<file path="src/rtl/mem_access_ctrl.sv">
// Purpose: single-outstanding load/store initiator for a word-organised data memory, RMW for sub-word stores.
// Latency: accept->resp 1 (error), 2 (load, word store), 3 (sub-word store) cycles.
// Backpressure: req_ready low while busy (requests ignored); no response backpressure.
module mem_access_ctrl #(
    parameter int ADDR_WIDTH = 12
) (
    input  logic                  clk,
    input  logic                  clr,
    input  logic                  req_valid,
    output logic                  req_ready,
    input  logic                  req_we,
    input  logic [1:0]            req_mode,
    input  logic                  req_unsigned,
    input  logic [ADDR_WIDTH-1:0] req_addr,
    input  logic [31:0]           req_wdata,
    output logic                  resp_valid,
    output logic [31:0]           resp_rdata,
    output logic                  resp_err,
    output logic [ADDR_WIDTH-1:0] mem_addr,
    output logic [31:0]           mem_wdata,
    output logic [1:0]            mem_mode,
    output logic                  mem_str,
    output logic                  mem_sel,
    input  logic [31:0]           mem_rdata
);

    typedef enum logic [1:0] {IDLE, RD, WR, RSP} state_t;

    state_t                state;
    logic                  we_q;
    logic [1:0]            mode_q;
    logic                  uns_q;
    logic [ADDR_WIDTH-1:0] addr_q;
    logic [31:0]           wdata_q;
    logic [31:0]           word_q;
    logic                  req_err;

    assign req_err = (req_mode == 2'b11) ||
                     (req_mode == 2'b01 && req_addr[0]) ||
                     (req_mode == 2'b10 && req_addr[1:0] != 2'b00);

    function automatic logic [31:0] extract(input logic [31:0] w, input logic [1:0] mode,
                                            input logic [1:0] lo, input logic uns);
        logic [7:0]  b;
        logic [15:0] h;
        b = w[{lo, 3'b000} +: 8];
        h = lo[1] ? w[31:16] : w[15:0];
        case (mode)
            2'b00:   extract = uns ? {24'b0, b} : {{24{b[7]}}, b};
            2'b01:   extract = uns ? {16'b0, h} : {{16{h[15]}}, h};
            default: extract = w;
        endcase
    endfunction

    function automatic logic [31:0] merge(input logic [31:0] w, input logic [31:0] d,
                                          input logic [1:0] mode, input logic [1:0] lo);
        logic [31:0] m;
        m = w;
        case (mode)
            2'b00:   m[{lo, 3'b000} +: 8] = d[7:0];
            2'b01:   m[{lo[1], 4'b0000} +: 16] = d[15:0];
            default: m = d;
        endcase
        merge = m;
    endfunction

    always_ff @(posedge clk) begin
        if (clr) begin
            state      <= IDLE;
            req_ready  <= 1'b1;
            resp_valid <= 1'b0;
            resp_rdata <= '0;
            resp_err   <= 1'b0;
            we_q       <= 1'b0;
            mode_q     <= '0;
            uns_q      <= 1'b0;
            addr_q     <= '0;
            wdata_q    <= '0;
            word_q     <= '0;
        end else begin
            case (state)
                IDLE: begin
                    if (req_valid) begin
                        we_q      <= req_we;
                        mode_q    <= req_mode;
                        uns_q     <= req_unsigned;
                        addr_q    <= req_addr;
                        wdata_q   <= req_wdata;
                        req_ready <= 1'b0;
                        if (req_err) begin
                            state      <= RSP;
                            resp_valid <= 1'b1;
                            resp_err   <= 1'b1;
                        end else if (req_we && req_mode == 2'b10) begin
                            state <= WR;
                        end else begin
                            state <= RD;
                        end
                    end
                end
                RD: begin
                    word_q <= mem_rdata;
                    if (we_q) begin
                        state <= WR;
                    end else begin
                        state      <= RSP;
                        resp_valid <= 1'b1;
                        resp_rdata <= extract(mem_rdata, mode_q, addr_q[1:0], uns_q);
                    end
                end
                WR: begin
                    state      <= RSP;
                    resp_valid <= 1'b1;
                end
                default: begin
                    state      <= IDLE;
                    req_ready  <= 1'b1;
                    resp_valid <= 1'b0;
                    resp_rdata <= '0;
                    resp_err   <= 1'b0;
                end
            endcase
        end
    end

    // Strobes are gated by clr so a reset landing in WR never writes.
    always_comb begin
        mem_mode  = 2'b10;
        mem_sel   = 1'b0;
        mem_str   = 1'b0;
        mem_addr  = '0;
        mem_wdata = '0;
        if (state == RD || state == WR) begin
            mem_sel  = !clr;
            mem_addr = addr_q;
        end
        if (state == WR) begin
            mem_str   = !clr;
            mem_wdata = merge(word_q, wdata_q, mode_q, addr_q[1:0]);
        end
    end

endmodule
</file>
<file path="config.mk">
export PLATFORM = sky130hd
export DESIGN_NAME = mem_access_ctrl
export DESIGN_NICKNAME = d
export VERILOG_FILES = /design/src/rtl/mem_access_ctrl.sv
export SDC_FILE = /design/constraint.sdc
export NUM_CORES = 1
export LEC_CHECK = 0
export BUFFER_PORTS_ARGS = -buffer_cell sky130_fd_sc_hd__buf_2
export CORE_MARGIN = 2
export CORE_UTILIZATION = 40
export DETAILED_ROUTE_END_ITERATION = 6
export PLACE_DENSITY_LB_ADDON = 0.12
export SYNTH_ARGS = -nofsm -noshare
export SYNTH_HDL_FRONTEND = slang
export SYNTH_SLANG_ARGS = --single-unit
</file>
<file path="constraint.sdc">
create_clock -name clk -period 3 [get_ports clk]
set_input_delay 0.15 -clock clk [delete_from_list [all_inputs] [get_ports clk]]
set_output_delay 0.15 -clock clk [all_outputs]
set_load 0.02 [all_outputs]
</file>
=== Yosys cells after proc, flatten, opt, wreduce, memory -nomap -nowiden ===
Index checks and enable logic that the tools add are counted.

* Bits of input ports: 83
* Logic and storage cells: 71
* Bits in registers: 117
* Output and inout bits: 83

* Shift operators: 5
* Eq/ne operators: 9
* Reductions and logical operators: 17
* Mux-type cells: 25
* Add/sub/neg operators: 2
* Bitwise gates (word level): 2

{| class="wikitable"
|+ Operator list
! cell !! count
|-
| 32-bit one-hot mux with 2 select lines || 3
|-
| 32-bit 2-to-1 mux || 4
|-
| 32-bit bitwise mux || 2
|-
| 16-bit by 7-bit variable shift with 32-bit output (first input constant) || 1
|-
| 8-bit by 7-bit variable shift with 32-bit output (first input constant) || 1
|-
| 16-bit by 7-bit variable part select with 32-bit output || 1
|-
| 32-bit by 6-bit variable part select with 8-bit output || 1
|-
| 8-bit by 7-bit variable part select with 32-bit output || 1
|-
| 16-bit 2-to-1 mux || 1
|-
| 5-bit negation with 7-bit output || 2
|-
| 12-bit 2-to-1 mux || 1
|-
| 1-bit 2-to-1 mux || 7
|-
| 2-bit by 1-bit == test with 1-bit output (second input constant) || 3
|-
| 2-bit == test (second input constant) || 3
|-
| 2-bit 2-to-1 mux || 3
|-
| 2-bit != test (second input constant) || 3
|-
| 2-bit one-hot mux with 3 select lines || 1
|-
| 2-bit AND reduction || 3
|-
| 3-bit AND reduction || 2
|-
| 2-bit logical NOT || 2
|-
| 1-bit one-hot mux with 2 select lines || 2
|-
| 2-bit OR reduction || 2
|-
| 1-bit logical AND || 3
|-
| 1-bit logical OR || 3
|-
| other kinds (4) || 5
|}

=== Longest topological paths before layout ===
* Depth after elaboration: 7
* Depth in mapped cells: 9

=== Worst setup path before layout ===
OpenSTA, ideal clock, no wires.

* Path type: register to output
* Start point: register addr_q[0]
* End point: output mem_wdata[24]
* Required time: 2.850 ns
* Path slack: 0.760 ns
* Arrival time: 2.090 ns
* Stages on the path, launching flop included: 8
* Buffers on the path: 1
* Path through: dfxtp_1 buf_4 inv_1 ha_1 nor2_1 nor4b_2 a221oi_1 nor3_1

* Cells in the longest elaborated chain, start to end: 5

{| class="wikitable"
|+ Ends and longest elaborated chain
! what !! RTL line !! text
|-
| start, declared || 33 || <nowiki>logic [ADDR_WIDTH-1:0] addr_q;</nowiki>
|-
| start signal, assigned || 87 || <nowiki>addr_q <= req_addr;</nowiki>
|-
| 5-bit negation with 7-bit output * || 60 || <nowiki>2'b00: m[{lo, 3'b000} +: 8] = d[7:0];</nowiki>
|-
| 8-bit by 7-bit variable part select with 32-bit output / 8-bit by 7-bit variable shift with 32-bit output (equally long branches) || 60 ||
|-
| 32-bit bitwise mux * || 60 ||
|-
| 32-bit one-hot mux with 2 select lines * || 59 || <nowiki>case (mode)</nowiki>
|-
| 32-bit 2-to-1 mux * || 137 || <nowiki>if (state == WR) begin</nowiki>
|-
| end, declared || 20 || <nowiki>output logic [31:0] mem_wdata,</nowiki>
|}

Mark *: on every way between the ends. The rest lies on a longest branch, timed or not.

=== Worst setup path in the final report ===
* Start point: register addr_q[1]
* End point: output mem_wdata[7]

* Cells in the longest elaborated chain, start to end: 5

{| class="wikitable"
|+ Ends and longest elaborated chain
! what !! RTL line !! text
|-
| 5-bit negation with 7-bit output (on tied branches) || 61, 60 ||
|-
| 16-bit by 7-bit variable part select with 32-bit output, or another cell as far along || 61 || <nowiki>2'b01: m[{lo[1], 4'b0000} +: 16] = d[15:0];</nowiki>
|-
| 32-bit bitwise mux (on tied branches) || 61, 60 ||
|-
| 32-bit one-hot mux with 2 select lines * || 59 ||
|-
| 32-bit 2-to-1 mux * || 137 ||
|}

Marked as above.

==> flow_summary_export.csv <==
group,metric,value,unit
clock_network,cts_setup_buffers,0,
finish,nets,1036,
sta,tns,0,ns
synth,syn_area,6090,µm²
worst_setup_path,worstSetupPathType,"flop to primary output",
placed_design,portBuffers,163,
run,cap_violations,0,
global_route,grt-ovfl-total,0,
detailed_routing,antenna_left,0,
worst_setup_path,cpPeakStageDelay,0.42,ns
finish,n_antenna_cell,0,
min_path,hold_path_end,"wdata_q[27]$_SDFFE_PP0P_",
detailed_routing,via_per_inst,5.49,
clock_network,clockBufferDepth,2,
placed_design,dpl.hpwl,14900,µm
die,ios,166,
global_route,grtUsageMet2,41.5,%
synth,yosys_warnings,0,
global_route,grt_use_total,25.6,%
worst_setup_path,startpoint_type,"flop",
clock_network,clock_latency,0.42,ns
synth,syn_inst,762,
clock_network,cts.htree.levels,4,
worst_setup_path,required,2.85,ns
finish,fin_cells,1145,
global_route,grt_start_max_net_pins,58,
detailed_routing,drc,0,
global_route,antenna_found_initial,0,
die,die_w,127,µm
sta,worst_slack,0.221,ns
clock_network,root_buffer,"clkbuf_16",
synth,yosys_most_used_dff,"dfxtp_1",
power_and_ir_drop,power_density,835,nW/µm²
worst_setup_path,rr_worst_depth,5,
placed_design,gp_congestion,0.907,
global_route,busiest_layer,"met2",
synth,synth_area_leaders,"dfxtp_1 38%, nand2_1 9.9%, mux2i_1 6.6%, a21oi_1 5.6%, nor2_1 3.9%",
worst_setup_path,worstPathArrival,2.63,ns
finish,utilization,53.9,%
worst_setup_path,regToRegSetupSlack,0.69,ns
synth,async_flop_share,0,%
die,die_h,127,µm
detailed_routing,wire_per_inst,18.3,µm
finish,drive_gt1_share,24.9,%
synth,ys_seq_area_share,38.5,%
finish,n_fill_cell,1449,
detailed_routing,dr.pass1.iters,5,
power_and_ir_drop,p_leak,3.38,nW
worst_setup_path,endpoint_kind,"primary output",
global_route,grt_pass1_wl,32500,µm
synth,yosysUniqueCellTypes,53,
synth,synth_seq_cells,117,
detailed_routing,wl,20900,µm
sta,timing.slew.headroom,42.8,%
finish,layout_commonest_cell,"buf_2",
detailed_routing,drtIter0Drc,547,
sta,worst_pin_slew,0.855,ns
die,core-area,15000,µm²
worst_setup_path,path_delay_family,"compound AO/OA/AOI/OAI gates",
die,die_area,16200,µm²
global_route,use_met3,4.44,%
clock_network,clock-sinks,117,
worst_setup_path,cp_cell_sequence,"inv_1, ha_1, nand2_1, o31ai_4, nand2_1, a221oi_1, buf_2",
global_route,use_met1,34.0,%
sta,fin_crit_sh,92.6,%
min_path,hold_depth,3,
sta,rsz0062_at_grt,"false",
sta,fmaxAchievable,360,MHz
worst_setup_path,crit_slowest_cell,"a221oi_1",
sta,finalHoldViolCount,0,
finish,final_cell_mix,"163 x buf_2, 161 x nand2_1, 116 x dfxtp_1, 67 x a21oi_1, 63 x nor2_1",
outcome,status,"complete, no violations",
sta,final.setup_skew,0.00638,ns
die,std_cell_rows,45,
power_and_ir_drop,ir_drop,0.449,mV
sta,setup_violations,0,
clock_network,clkTransAtPathRegs,0.05,ns
worst_setup_path,path_buf_inv,2,
synth,synth_largest_area_cell,"dfxtp_1",
clock_network,cts_tree,"built",
sta,fin_crit,2.78,ns
finish,ff_latch_area,2340,µm²
placed_design,dp.cells,1066,
sta,drv_slew,0,
worst_setup_path,critical_path.most_common_cell,"nand2_1",
global_route,grt_pass1_vias,6103,
min_path,worstHoldPathType,"input port to flop",
synth,yosysTopAreaCellShare,38.5,%
min_path,hp-start,"req_wdata[27]",
power_and_ir_drop,power,0.00676,W
worst_setup_path,r2r_start,"mode_q[0]$_SDFFE_PP0P_",
synth,mappedNetlistNets,854,
finish,syn2layout_area_growth,33.0,%
finish,multi_input_area,3440,µm²
die,start_util,40.5,%
synth,synth_area_per_cell,7.99,µm²
detailed_routing,vias,6285,
worst_setup_path,r2r_end,"resp_rdata[2]$_SDFFE_PP0P_",
synth,synth_enable_flop_cells,0,
worst_setup_path,crit_path_max_fanout,10,
placed_design,post-place-ws,0.602,ns
clock_network,numCtsBuffers,17,
## cell usage after synthesis, drive strengths merged, types with 5 or more instances
master,number
a21oi,68
buf,32
nand2,161
nand2b,5
mux2i,40
inv,10
nor2,63
and2,13
and2b,5
o22ai,24
clkbuf,30
a22oi,15
ha,9
o21ai,49
nor3,9
a21boi,8
mux2,18
a221oi,17
nor2b,14
a221o,9
dfxtp,117
a32o,16
## worst register-to-register path, delay by kind of cell, from the launching register on
family | cells | cell delay (ns)
AND/OR/NAND/NOR | 1 | 0.36
AO/OA/AOI/OAI | 3 | 0.68
buffers and inverters | 1 | 0.44
flip-flops | 1 | 0.70
## what timing repair did
action                                  4_1_cts  5_1_grt
endpoints found under the hold margin        47        0
endpoints found under the setup margin        0        1
hold buffers                                 47        0
gates resized for setup                       0        1
## where the power goes
part	internal, W	switching [W]
Combinational	0.000960	0.00151
Clock	0.00134	0.000787
Sequential	0.00186	0.000305
Total	0.00415	0.00261
## metal layers
layer  part of all wire [%]  vias to the layer above
li1                       -                     3056
met1                     46                     2943
met2                     46                      234
met3                    5.0                       52
met4                    2.9                        0
met5                      0                        -
## worst max-delay path by stage
stage	to	slack (ns)	from	depth (start not counted)
3_3_place_gp	mem_wdata[7]	0.69	addr_q[1]$_SDFFE_PP0P_	7
5_1_grt	mem_wdata[7]	0.09	addr_q[1]$_SDFFE_PP0P_	7
3_5_place_dp	mem_wdata[7]	0.60	addr_q[1]$_SDFFE_PP0P_	7
6_report	mem_wdata[7]	0.22	addr_q[1]$_SDFFE_PP0P_	7
2_1_floorplan	mem_wdata[24]	0.76	addr_q[0]$_SDFFE_PP0P_	7
4_1_cts	mem_wdata[7]	0.15	addr_q[1]$_SDFFE_PP0P_	7
## layout make-up
cell class	count	share of cell area, %
clock inverter	14	2.18
tap	188	2.91
sequential	117	28.9
inverter	11	0.510
multi-input combinational	572	42.5
clock buffer	18	5.42
timing repair buffer	225	17.6
## cell families (layout without fill, tap and decap cells)
| logic type | after synthesis | after routing | synth area share (%) |
|---|---|---|---|
| AND/OR/NAND/NOR | 280 | 280 | 20.0 |
| other | 2 | 2 | 0.123 |
| adder cells (fa/ha/maj) | 9 | 9 | 1.85 |
| flip-flops | 117 | 117 | 38.5 |
| multiplexers | 58 | 58 | 9.96 |
| buffers and inverters | 73 | 268 | 5.34 |
| AO/OA/AOI/OAI | 223 | 223 | 24.2 |
## through the flow
step                      hold slack, ns  instance area (µm²)
final                           0.000990                 8100
after global routing             0.00928                 8100
after CTS                       0.000136                 8090
after detailed placement           0.397                 7000
after global placement             0.390                 7000
after floorplan                    0.286                 6090
## sequential cells by signal, summed over array words and instances, names as in the netlist
register    flops
uns_q           1
resp_rdata     32
word_q         32
addr_q         12
state           2
we_q            1
req_ready       1
resp_valid      1
resp_err        1
mode_q          2
wdata_q        32
Note: power is estimated with default switching activity, not from simulation.
